**config.mk**
```make
export PLATFORM = sky130hd
export DESIGN_NAME = ks_addsub_pipe_stage
export DESIGN_NICKNAME = d
export VERILOG_FILES = /design/src/rtl/ks_pkg.sv /design/src/rtl/ks_flag_gen.sv /design/src/rtl/ks_addsub_pipe_stage.sv
export SDC_FILE = /design/constraint.sdc
export NUM_CORES = 1
export LEC_CHECK = 0
export CAP_MARGIN = 20
export CORE_UTILIZATION = 46
export CTS_BUF_LIST = sky130_fd_sc_hd__clkbuf_8
export DETAILED_ROUTE_END_ITERATION = 10
export GPL_ROUTABILITY_DRIVEN = 0
export GPL_TIMING_DRIVEN = 0
export PLACE_DENSITY = 0.95
export SETUP_SLACK_MARGIN = 0.1
export SLEW_MARGIN = 20
export SYNTH_ARGS = -nofsm -noshare
export SYNTH_HDL_FRONTEND = slang
export SYNTH_SLANG_ARGS = --single-unit
```
**constraint.sdc**
```tcl
create_clock -name CLK -period 3.7 [get_ports CLK]
set_input_delay 0.74 -clock CLK [delete_from_list [all_inputs] [get_ports CLK]]
set_output_delay 0.74 -clock CLK [all_outputs]
set_load 0.01 [all_outputs]
```
**src/rtl/ks_pkg.sv**
```systemverilog
// Shared definitions for the Kogge-Stone add/sub pipeline stage: op codes,
// default data width, flag vector layout and small op-decoding helpers.
package ks_pkg;

  localparam int KS_DATA_WIDTH = 32;

  localparam logic [1:0] OP_ADD  = 2'd0;
  localparam logic [1:0] OP_SUB  = 2'd1;
  localparam logic [1:0] OP_ADDC = 2'd2;
  localparam logic [1:0] OP_SUBC = 2'd3;

  localparam int FLAG_CARRY = 0;
  localparam int FLAG_OVF   = 1;
  localparam int FLAG_ZERO  = 2;
  localparam int FLAG_NEG   = 3;
  localparam int FLAG_COUNT = 4;

  // Op encoding: bit 0 selects subtract, bit 1 selects the chained carry-in.
  function automatic logic op_is_sub(input logic [1:0] op);
    return (op == OP_SUB) || (op == OP_SUBC);
  endfunction

  function automatic logic op_uses_carry(input logic [1:0] op);
    return (op == OP_ADDC) || (op == OP_SUBC);
  endfunction

endpackage

```
**src/rtl/ks_flag_gen.sv**
```systemverilog
// Combinational flag derivation from the adder operand MSBs and the adder
// result; produces a packed flag vector laid out by the ks_pkg indices.
module ks_flag_gen
  import ks_pkg::*;
#(
  parameter int DATA_WIDTH = KS_DATA_WIDTH
) (
  input  logic                  a_msb,
  input  logic                  b_msb,
  input  logic [DATA_WIDTH-1:0] sum,
  input  logic                  ovf,
  output logic [FLAG_COUNT-1:0] flags
);

  // Carry-out is rebuilt from the MSB column alone: both MSBs set always
  // carry, exactly one set carries only when the sum MSB came out clear.
  always_comb begin
    flags             = '0;
    flags[FLAG_CARRY] = (a_msb & b_msb) | ((a_msb ^ b_msb) & ~sum[DATA_WIDTH-1]);
    flags[FLAG_OVF]   = ovf;
    flags[FLAG_ZERO]  = ~|sum;
    flags[FLAG_NEG]   = sum[DATA_WIDTH-1];
  end

endmodule

```
**src/rtl/ks_addsub_pipe_stage.sv**
```systemverilog
// Two-stage operand/result wrapper around an external Kogge-Stone adder core,
// supporting ADD/SUB/ADDC/SUBC with a carry chain and valid/ready on both sides.
module ks_addsub_pipe_stage
  import ks_pkg::*;
#(
  parameter int DATA_WIDTH   = KS_DATA_WIDTH,
  parameter int OUTPUT_WIDTH = DATA_WIDTH + 1
) (
  input  logic                    CLK,
  input  logic                    RST_n,
  input  logic                    in_valid,
  output logic                    in_ready,
  input  logic [DATA_WIDTH-1:0]   in_a,
  input  logic [DATA_WIDTH-1:0]   in_b,
  input  logic [1:0]              in_op,
  output logic [DATA_WIDTH-1:0]   add_a,
  output logic [DATA_WIDTH-1:0]   add_b,
  output logic                    add_cin,
  input  logic [OUTPUT_WIDTH-1:0] add_s,
  output logic                    out_valid,
  input  logic                    out_ready,
  output logic [DATA_WIDTH-1:0]   out_sum,
  output logic                    out_carry,
  output logic                    out_ovf,
  output logic                    out_zero,
  output logic                    out_neg
);

  logic                  s1_valid;
  logic                  s2_valid;
  logic [1:0]            s1_op;
  logic                  carry_q;
  logic                  s2_free;
  logic                  s1_adv;
  logic                  accept;
  logic [FLAG_COUNT-1:0] flags_d;
  logic [FLAG_COUNT-1:0] flags_q;

  // No skid buffer: in_ready depends combinationally on out_ready.
  always_comb begin
    s2_free  = ~s2_valid | out_ready;
    s1_adv   = s1_valid & s2_free;
    in_ready = ~s1_valid | s2_free;
    accept   = in_valid & in_ready;
  end

  always_ff @(posedge CLK or negedge RST_n) begin
    if (!RST_n) begin
      s1_valid <= 1'b0;
      add_a    <= '0;
      add_b    <= '0;
      s1_op    <= OP_ADD;
    end else begin
      s1_valid <= accept | (s1_valid & ~s1_adv);
      if (accept) begin
        add_a <= in_a;
        add_b <= op_is_sub(in_op) ? ~in_b : in_b;
        s1_op <= in_op;
      end
    end
  end

  // carry_q is written on the same edge the preceding op enters stage 2, so a
  // chained op now in stage 1 always sees its predecessor's carry.
  always_comb begin
    add_cin = op_uses_carry(s1_op) ? carry_q : op_is_sub(s1_op);
  end

  ks_flag_gen #(
    .DATA_WIDTH (DATA_WIDTH)
  ) u_flag_gen (
    .a_msb (add_a[DATA_WIDTH-1]),
    .b_msb (add_b[DATA_WIDTH-1]),
    .sum   (add_s[DATA_WIDTH-1:0]),
    .ovf   (add_s[OUTPUT_WIDTH-1]),
    .flags (flags_d)
  );

  always_ff @(posedge CLK or negedge RST_n) begin
    if (!RST_n) begin
      s2_valid <= 1'b0;
      out_sum  <= '0;
      flags_q  <= '0;
      carry_q  <= 1'b0;
    end else begin
      s2_valid <= s1_adv | (s2_valid & ~out_ready);
      if (s1_adv) begin
        out_sum <= add_s[DATA_WIDTH-1:0];
        flags_q <= flags_d;
        carry_q <= flags_d[FLAG_CARRY];
      end
    end
  end

  always_comb begin
    out_valid = s2_valid;
    out_carry = flags_q[FLAG_CARRY];
    out_ovf   = flags_q[FLAG_OVF];
    out_zero  = flags_q[FLAG_ZERO];
    out_neg   = flags_q[FLAG_NEG];
  end

endmodule

```
### After elaboration in Yosys (flattened, before gate mapping)

Cells that the tools add are included.

| operators by class | value |
|---|---|
| equality and inequality tests | 5 |
| multiplexer cells | 2 |
| bitwise logic cells | 18 |
| reduce and logical (&&, ||, !) cells | 5 |

Operators by type and width:

| kind | count |
|---|---|
| $mux W32 | 1 |
| $not A32 Y32 | 1 |
| $reduce_or A32 Y1 | 1 |
| $and A1 B1 Y1 | 6 |
| $eq A2 B2 Y1 const B | 3 |
| $not A1 Y1 | 5 |
| $or A1 B1 Y1 | 5 |
| $eq A2 B1 Y1 const B | 2 |
| $logic_or A1 B1 Y1 | 3 |
| $logic_not A1 Y1 | 1 |
| $mux W1 | 1 |
| $xor A1 B1 Y1 | 1 |

| word-level totals | value |
|---|---|
| flip-flop bits (word level) | 105 |
| output and inout port bits | 103 |
| word-level logic and storage cells | 38 |

### Depth between registers and ports, before layout

Gate-level depths: netlist (run 1).

| logic depth | value |
|---|---|
| depth after elaboration | 6 |
| gate-level depth with buffers | 5 |
| gate-level depth less buffers | 3 |

### Cells and area by module

From an unflattened synthesis (run 1), not the netlist that was laid out.

| unflattened totals | value |
|---|---|
| cells, all modules | 275 |
| area, all modules | 4554.4 µm² |

By module, submodules not included:

| module | instances | cells an instance | area each (µm²) | sequential area each (µm²) |
|---|---|---|---|---|
| ks_addsub_pipe_stage | 1 | 259 | 4418.0 | 2602.5 |
| ks_flag_gen | 1 | 16 | 136.4 | 0.0 |

### Worst setup path before layout (run 1)

Ideal clock, no wire load.

| timing path | value |
|---|---|
| path kind | in2reg |
| start | input port out_ready |
| end | register add_a[22] |
| library setup time | 0.125 ns |
| data arrival time | 1.580 ns |
| path slack | 1.995 ns |
| stages on the path | 5 |
| cell sequence | nand3b_4 -> nand2_4 -> buf_12 -> buf_12 -> mux2_4 |

| on the way | value |
|---|---|
| cells in the longest elaborated chain, start to end | 3 |

Ends and longest elaborated chain:

| item | line | RTL |
|---|---|---|
| start: declaration | ks_addsub_pipe_stage.sv:21 | `input logic out_ready,` |
| $or A1 B1 Y1 | ks_addsub_pipe_stage.sv:41 | `s2_free = ~s2_valid \| out_ready;` |
| $or A1 B1 Y1 | ks_addsub_pipe_stage.sv:43 | `in_ready = ~s1_valid \| s2_free;` |
| $and A1 B1 Y1 | ks_addsub_pipe_stage.sv:44 | `accept = in_valid & in_ready;` |
| end signal: assignment | ks_addsub_pipe_stage.sv:56 | `add_a <= in_a;` |
| end: declaration | ks_addsub_pipe_stage.sv:16 | `output logic [DATA_WIDTH-1:0] add_a,` |

No other way between the ends.
A chain may end at the register's enable or synchronous reset.

### Final worst setup path (run 1)

| timing path | value |
|---|---|
| start | input port out_ready |
| end | output port in_ready |

| on the way | value |
|---|---|
| cells in the longest elaborated chain, start to end | 2 |

Ends and longest elaborated chain:

| item | line | RTL |
|---|---|---|
| $or A1 B1 Y1 | ks_addsub_pipe_stage.sv:41 |  |
| $or A1 B1 Y1 | ks_addsub_pipe_stage.sv:43 |  |
| end: declaration | ks_addsub_pipe_stage.sv:12 | `output logic in_ready,` |

No other way between the ends.

==> flow_summary.toml, run 1 <==
[run_status]
status = "finished, final reports clean"

[grt]
grt_overflow = 0
grt_use_total = 0.222
grt_max_degree = 58
antenna_found_initial = 0
grt_pass1_wl_mm = 17.1
grt_pass1_vias = 3358

[sta]
slew_violations = 0
setup_viol = 0
fin_ws_ns = 1.00
slew_headroom = 0.700
fin_crit_sh = 0.729
fin_crit_ns = 2.70
worst_pin_slew_ns = 0.450
fin_skew_ns = 0.00968
tns_ns = 0
max_freq_ghz = 0.371
rsz0062_at_grt = "false"
finalHoldViolCount = 0

[pwr]
powerDensity_nw_per_um2 = 455
vdd_drop_max_mv = 0.237
leakagePower_nw = 3.00

[placement]
dp.cells = 612
io_buffers = 204
dp_slack_ns = 0.980
placed_area_um2 = 6730
hpwl_mm = 8.57

[floorplan]
core_area_um2 = 9370
num_io_pins = 206
initial_utilization = 0.480
die_h_um = 101
die_x_um = 101
num_rows = 35
die_area_um2 = 10200

[worst_setup_path]
reg2reg_slack_ns = 2.29
crit_type = "input port to output pin"
arrival_ns = 1.96
critPathBufInv = 2
cpLargestDelayFamily = "buffers and inverters"
path_common_cell = "clkdlybuf4s50_1"
end_kind = "output pin"
cp_max_fo = 3
required_ns = 2.96
startpoint_type = "input port"
critPathMaxStageDelay_ns = 0.56
crit_path_cell_trace = "clkdlybuf4s50_1 -> nand3b_4 -> clkdlybuf4s50_1"
crit_path_top_delay_cell = "clkdlybuf4s50_1"

[yosys]
yosysTopAreaCell = "dfrtp_1"
synth_top_area_frac = 0.573
ys_seq_area_frac = 0.573
synth_fp_nets = 382
ys.warnings.count = 0
synthTopCellsByArea = "dfrtp_1 57%, mux2_2 15%, mux2_4 13%"
syn_area_um2 = 4500
ys_ff_latch = 103
synth_area_per_cell_um2 = 16.2
synthesis.instances = 278
synth.distinct_cells = 21

[flow_run]
maxCapViolCount = 0

[clocking]
cts.sinks = 103
post_cts_buffers = 0
ctsRootBufferMaster = "clkbuf_8"
ctsResizeCount = 0
cts_tree = "done"
cts_buffers = 9
h-tree-depth = 3
clk_pin_slew_worst_paths_ns = 0.09
insertion_delay_ns = 0.35
clk_path_buf_depth = 2
hold_buffers = 0

[cells_and_area]
final_common_cell = "clkdlybuf4s50_1"
layout_common_cells = "203 x clkdlybuf4s50_1, 103 x dfrtp_1, 59 x mux2_2, 40 x mux2_4, 32 x xor2_1"
areaGrowthSynthToFinish_pct = 53.8
multi_input_comb_area_um2 = 1720
final_util = 0.738
nFillCells = 664
antenna_cells = 0
final_area_um2 = 6910
drive_gt1_frac = 0.270
regArea_um2 = 2580
fin_nets = 598
final_cell_count_no_fill = 626

[route]
drt-pass1-iter-count = 4
routed-via-count = 3015
routedWlPerCell_um = 17.5
postRouteAntennaNets = 0
viasPerCell = 4.82
drc = 0
wirelength_mm = 11.0
drt-initial-drc-count = 61

[worst_hold_path]
hold_class = "input port to asynchronous set/reset pin"
## cell families (layout without fill, tap and decap cells)
logic type      count (synthesis)  after routing  synth area share
compound gates                  7              7           0.00835
xor+xnor                       32             32            0.0623
fa+ha+maj                       1              1           0.00278
buf+inv                        19            238            0.0443
flops                         103            103             0.573
mux                            99             99             0.281
simple gates                   17             17            0.0276
## worst paths after layout
| check | end | cells after the start | startpoint |
|---|---|---|---|
| worst max-delay path | in_ready | 3 | out_ready |
| worst min-delay path | out_sum[22]$_DFFE_PN0P_ | 1 | RST_n |
| worst max register to register | out_sum[13]$_DFFE_PN0P_ | 4 | out_valid$_DFF_PN0_ |
| worst min register to register | add_a[15]$_DFFE_PN0P_ | 1 | add_a[15]$_DFFE_PN0P_ |
| max in group asynchronous | add_a[29]$_DFFE_PN0P_ | 2 | RST_n |
| min in group CLK | add_a[15]$_DFFE_PN0P_ | 1 | add_a[15]$_DFFE_PN0P_ |
## routing by layer
| layer | global-route usage | vias to the layer above | wire (um) |
|---|---|---|---|
| met5 | 0 | - | 0 |
| met4 | 0.0825 | 0 | 152 |
| met3 | 0.0603 | 14 | 782 |
| met2 | 0.399 | 120 | 5930 |
| met1 | 0.251 | 1486 | 4100 |
| li1 | - | 1395 | - |
## final cells by class
class / instances / area share
Clock inverter: 4 / 0.00706
Tap cell: 129 / 0.0233
Inverter: 2 / 0.00109
Buffer: 17 / 0.0277
Clock buffer: 10 / 0.0199
Multi-Input combinational cell: 156 / 0.249
Sequential cell: 103 / 0.373
Timing Repair Buffer: 205 / 0.299
## state kept, by name, summed over array words and instances, names as in the netlist
signal     flops
out_valid      1
flags_q        3
out_sum       32
add_a         32
s1_op          2
add_b         32
s1_valid       1
## synth_stat cells
library cell and count:
a21oi_1 1, nand2_4 1, nand3b_4 1, buf_4 5, nand2_2 1, nand2b_1 2
buf_12 5, mux2_4 40, xor2_1 32, buf_2 4, buf_6 3, ha_1 1
nand2_1 1, mux2_2 59, dfrtp_1 103, nand4_1 2, o31ai_1 1, o21ai_0 5
inv_1 2, nor4_1 8, and2b_1 1
## through the flow
step,hold slack [ns],power (mW)
3_3_place_gp,0.487,2.45
6_report,0.305,3.15
3_5_place_dp,0.492,2.50
5_1_grt,0.329,3.30
2_1_floorplan,0.444,1.88
4_1_cts,0.311,3.19
## worst register-to-register path, delay by kind of cell, from the launching register on
kind                   cells  cell delay (ns)
buffers and inverters      1             0.19
DFF                        1             0.43
and+or+nand+nor            2             0.33
muxes                      1             0.35
## power breakdown
part	internal (mW)	leakage (nW)	switching [mW]
Clock	0.322	0.0917	0.358
Combinational	0.680	1.70	0.360
Sequential	1.32	1.21	0.112
Total	2.32	3.00	0.830
Power figures use the tool's default switching activity.
==> run 2: changes to the inputs <==
--- a/config.mk
+++ b/config.mk
@@ -6,12 +6,12 @@
 export NUM_CORES = 1
 export LEC_CHECK = 0
 export CAP_MARGIN = 20
-export CORE_UTILIZATION = 46
+export CORE_UTILIZATION = 39
 export CTS_BUF_LIST = sky130_fd_sc_hd__clkbuf_8
 export DETAILED_ROUTE_END_ITERATION = 10
 export GPL_ROUTABILITY_DRIVEN = 0
 export GPL_TIMING_DRIVEN = 0
-export PLACE_DENSITY = 0.95
+export PLACE_DENSITY = 0.91
 export SETUP_SLACK_MARGIN = 0.1
 export SLEW_MARGIN = 20
 export SYNTH_ARGS = -nofsm -noshare
==> constraint.sdc (replaced) <==
create_clock -name CLK -period 2.3 [get_ports CLK]
set_input_delay 0.46 -clock CLK [delete_from_list [all_inputs] [get_ports CLK]]
set_output_delay 0.46 -clock CLK [all_outputs]
set_load 0.01 [all_outputs]
==> run 2 against run 1 <==
Clock power is 75% higher. Largest power group unchanged. Highest routed layer unchanged. Sequential power up 61%. Die area rose by 18%. Cell area grew 0.47%. Critical endpoint unchanged. Sequential cell count did not move.
==> flow_summary.toml, run 2 (synthesized netlist as in run 1, its figures left out) <==
[run_status]
status = "finished, final reports clean"

[route]
postRouteAntennaNets = 0
drc = 0
drt-initial-drc-count = 158
drt-pass1-iter-count = 4
viasPerCell = 4.80
routedWlPerCell_um = 17.1
routed-via-count = 3067
wirelength_mm = 10.9

[sta]
max_freq_ghz = 0.466
setup_viol = 0
tns_ns = 0
fin_crit_sh = 0.932
fin_skew_ns = 0.00995
rsz0062_at_grt = "false"
slew_headroom = 0.663
worst_pin_slew_ns = 0.505
fin_crit_ns = 2.14
slew_violations = 0
finalHoldViolCount = 0

[grt]
grt_max_degree = 53
grt_pass1_wl_mm = 16.5
grt_overflow = 0
grt_pass1_vias = 3309
grt_use_total = 0.187
antenna_found_initial = 0

[worst_setup_path]
required_ns = 1.84
startpoint_type = "input port"
critPathMaxStageDelay_ns = 0.56
end_kind = "output pin"
arrival_ns = 1.68
r2r_start = "out_valid$_DFF_PN0_"
cp_max_fo = 3
critPathBufInv = 2
crit_path_cell_trace = "clkdlybuf4s50_1 -> nand3b_4 -> clkdlybuf4s50_1"
reg2reg_slack_ns = 0.86
critPathLaunch = "out_ready"
path_common_cell = "clkdlybuf4s50_1"
path_depth = 3
reg2regPathDepth = 4
crit_path_top_delay_cell = "clkdlybuf4s50_1"
reg2reg_to = "out_sum[19]$_DFFE_PN0P_"
crit_path_end = "in_ready"
crit_type = "input port to output pin"
cpLargestDelayFamily = "buffers and inverters"

[placement]
hpwl_mm = 8.35
io_buffers = 204
placed_area_um2 = 6740

[clocking]
cts.sinks = 103
ctsRootBufferMaster = "clkbuf_8"
clk_path_buf_depth = 2
insertion_delay_ns = 0.37
hold_buffers = 0
cts_buffers = 9
h-tree-depth = 3
clk_pin_slew_worst_paths_ns = 0.09
cts_tree = "done"
post_cts_buffers = 0
ctsResizeCount = 0

[cells_and_area]
antenna_cells = 0
final_util = 0.630
final_area_um2 = 6950
layout_common_cells = "203 x clkdlybuf4s50_1, 103 x dfrtp_1, 59 x mux2_2, 40 x mux2_4, 32 x xor2_1"
reg_top3 = "add_a: 32 flops, add_b: 32 flops, out_sum: 32 flops"
multi_input_comb_area_um2 = 1720
nFillCells = 825
final_common_cell = "clkdlybuf4s50_1"
drive_gt1_frac = 0.269
fin_nets = 598
regArea_um2 = 2580
areaGrowthSynthToFinish_pct = 54.5

[floorplan]
num_io_pins = 206
num_rows = 38
die_h_um = 109
initial_utilization = 0.408
die_x_um = 109
die_area_um2 = 12000
core_area_um2 = 11000

[pwr]
leakagePower_nw = 3.02
powerDensity_nw_per_um2 = 743
total_power_mw = 5.16
vdd_drop_max_mv = 0.523

[flow_run]
maxCapViolCount = 0

[worst_hold_path]
hold_class = "input port to asynchronous set/reset pin"
==> run 2: cell type report <==
class	count	share of cell area
repair buffers	205	0.298
inverters	2	0.00108
flip-flops and latches	103	0.371
multi-input cells	156	0.247
clock inverters	7	0.0117
clock buffers	9	0.0178
well taps	140	0.0252
plain buffers	17	0.0276
==> run 2: worst register-to-register path, stage by stage (launching register included) <==
cell and delay [ns]:
dfrtp_1 0.44, nand2b_1 0.12, nand2_2 0.22, buf_6 0.20, mux2_2 0.35
==> run 2: how the worst min path moves through the flow <==
| stage | start | endpoint | slack, ns |
|---|---|---|---|
| final | RST_n | add_b[23]$_DFFE_PN0P_ | 0.02 |
| after global placement | out_sum[30]$_DFFE_PN0P_ | out_sum[30]$_DFFE_PN0P_ | 0.49 |
| after global routing | RST_n | add_b[23]$_DFFE_PN0P_ | 0.04 |
| after CTS | RST_n | add_b[23]$_DFFE_PN0P_ | 0.02 |
| after detailed placement | RST_n | add_b[23]$_DFFE_PN0P_ | 0.44 |
| after floorplan | RST_n | add_a[0]$_DFFE_PN0P_ | 0.16 |
==> run 2: metal layers <==
| layer | GRT usage | share of wire | vias to the layer above |
|---|---|---|---|
| li1 | - | - | 1396 |
| met1 | 0.214 | 0.40 | 1525 |
| met2 | 0.317 | 0.50 | 128 |
| met3 | 0.0705 | 0.080 | 18 |
| met4 | 0.0695 | 0.021 | 0 |
| met5 | 0 | 0 | - |
==> run 2: stage by stage <==
stage | hold WS (ns) | worst slack (ns) | cells
floorplan | 0.164 | 0.875 | 278
global placement | 0.488 | -2.97 | 622
detailed placement | 0.438 | 0.153 | 623
CTS | 0.0246 | 0.138 | 639
global route | 0.0409 | 0.116 | 639
finish | 0.0158 | 0.156 | 639
==> run 2: power by group <==
group	leakage, nW	switching, mW	internal, mW
sequential	1.21	0.181	2.12
clock	0.117	0.594	0.598
combinational	1.70	0.574	1.09
total	3.02	1.35	3.81
==> edit, RTL diff (flow settings as in run 1) <==
The package constant `KS_DATA_WIDTH` goes from 32 to 48.
--- a/src/rtl/ks_pkg.sv
+++ b/src/rtl/ks_pkg.sv
@@ -3,5 +3,5 @@
 package ks_pkg;
 
-  localparam int KS_DATA_WIDTH = 32;
+  localparam int KS_DATA_WIDTH = 48;
 
   localparam logic [1:0] OP_ADD  = 2'd0;
Ports: changed (6 resized); port bits go from 206 to 302. No check against the original RTL was run, so the function may have changed too.
==> edit against run 1 <==
Global-route usage rose by 6.4 points. Final area rose by 42%. Area after synthesis rose by 37%. Maximum frequency barely moved. Wire length rose by 76%. Setup slack improved by 0.00058 ns. Sequential cell count rose by 48. Total power rose by 52%. Critical path type unchanged.
==> edit: results (changes against run 1) <==
Status
  • Status: finished clean

Setup path
  • Critical Path Fanout Max: 3 (unchanged)
  • CP top delay family: buffers and inverters
  • Slowest cell delay on critical path: 0.59 ns (+0.03 ns)
  • CP max stage cell: clkdlybuf4s50_1

Placed design
  • Placed cell count: 927 (+51%)
  • DP Wirelength: 14.7 mm (+72%)
  • Placed cell areas: 9410 sq um (+40%)
  • DP Worst Slack: 1.02 ns (+0.0381 ns)
  • I/O Buffers: 300 (+47%)

Clock tree
  • Cts repair resizes: 0 (unchanged)
  • # clock sinks: 151 (+47%)
  • Root buffer selected by CTS: clkbuf_8
  • CTS Buffer Depth: 2 (unchanged)
  • Total CTS buffers: 17 (+8)
  • Clk_lat worst skew: 0.45 ns (+0.10 ns)
  • Worst-path clk slew: 0.09 ns (about the same)
  • Post-CTS setup buffers: 0 (unchanged)
  • CTS H-tree depth: 4 (+1)
  • Hold Buf Count CTS: 0 (unchanged)

Layout
  • Top flop regs: add_a (48), add_b (48), out_sum (48)
  • Core Util, Final: 76.8% (+3.0 points)
  • Post-Layout Cell Count: 961 (+54%)
  • Share of cells above drive strength 1: 21.0% (-6.0 points)
  • Final-layout fill cell count: 788 (+19%)
  • Nets: 926 (+55%)

Detailed routing
  • 1st-iter DRT viols: 207 (+240%)
  • Pre-antenna DRT Iters: 4 (unchanged)
  • Final WL: 19.3 mm (+76%)
  • Routed via count: 4,860 (+61%)

Logic synthesis
  • Ranking of synthesized cells by area: dfrtp_1 61%, mux2_2 18%, xnor2_1 6.8%
  • Mapped Nets: 606 (+59%)
  • Top cells by instance count after synthesis: 151 x dfrtp_1, 99 x mux2_2, 50 x nand2_1
  • Synthesized instance count: 454 (+63%)
  • Ys flop type: dfrtp_1
  • Netlist cell types: 21 (unchanged)
  • Yosys warns: 0 (unchanged)
  • Asr flop ratio synth: 100% (unchanged)
  • Sequential cell area fraction in the yosys report: 61.3% (+4.0 points)

Pwr
  • Leak: 4.05 nW (+35%)
  • Max IR drop VDD: 0.280 mV (+18%)

Min path
  • Hold WC Path Type: in -> async

GRT
  • Vias in the first global route: 5,447 (+62%)
  • First-pass GRT wire length: 30.1 mm (+76%)
  • Initial antenna violation count: 3 (+3)
  • Pin count of the biggest net entering global routing: 78 (+34%)
  • GR Util All Layers: 28.6% (+6.4 points)

Timing
  • Slew margin rel.: 60.9% (-9.0 points)
  • Clock skew: 0.0106 ns (+0.000886 ns)
[edit: changes by cell type after synthesis, sizes merged, moves of 4 or more]
cell	change
nand2	+49
dfrtp	+48
xnor2	+48
o21ai	+45
xor2	-32
buf	+9
nor4	+5
clkbuf	+4
[edit: final cells by class]
| type | instances | area share [%] |
|---|---|---|
| Antenna cell | 2 | 0.0508 |
| Buffer | 30 | 2.44 |
| Clock buffer | 17 | 2.38 |
| Clock inverter | 15 | 1.93 |
| Inverter | 1 | 0.0381 |
| Multi-Input combinational cell | 272 | 21.7 |
| Sequential cell | 151 | 38.4 |
| Tap cell | 172 | 2.19 |
| Timing Repair Buffer | 301 | 30.8 |
[edit: metal layers]
metal  vias to the layer above  track usage, %  wire (microns)
met5                         -               0              13
met4                         2            14.6             746
met3                        56            9.54            1490
met2                       211            52.9           10300
met1                      2399            28.1            6750
li1                       2192               -               -
[edit: path summary, 6_finish.rpt]
check | start | end | slack [ns] | cells past startpoint
max | out_ready | in_ready | 1.00 | 3
min | RST_n | out_sum[40] | 0.26 | 1
max reg2reg | out_valid | out_sum[42] | 2.17 | 4
min reg2reg | add_b[6] | add_b[6] | 0.48 | 2
max in group asynchronous | RST_n | add_b[38] | 2.67 | 2
min in group CLK | add_b[6] | add_b[6] | 0.48 | 2
[edit: report_power, final]
part | internal [mW] | switching (mW)
clock | 0.684 | 0.668
sequential | 1.91 | 0.156
combinational | 0.835 | 0.542
total | 3.43 | 1.37
[edit: cell families (layout without fill, tap and decap cells)]
| family | count (synthesis) | count (layout) | synth area share, % |
|---|---|---|---|
| other | 0 | 2 | 0 |
| adders and majority gates | 1 | 1 | 0.203 |
| AOI/OAI and AO/OA | 52 | 52 | 4.26 |
| muxes | 99 | 99 | 18.1 |
| buffers and inverters | 31 | 364 | 3.96 |
| DFF | 151 | 151 | 61.3 |
| xor gates and xnor gates | 48 | 48 | 6.82 |
| and+or+nand+nor | 72 | 72 | 5.36 |
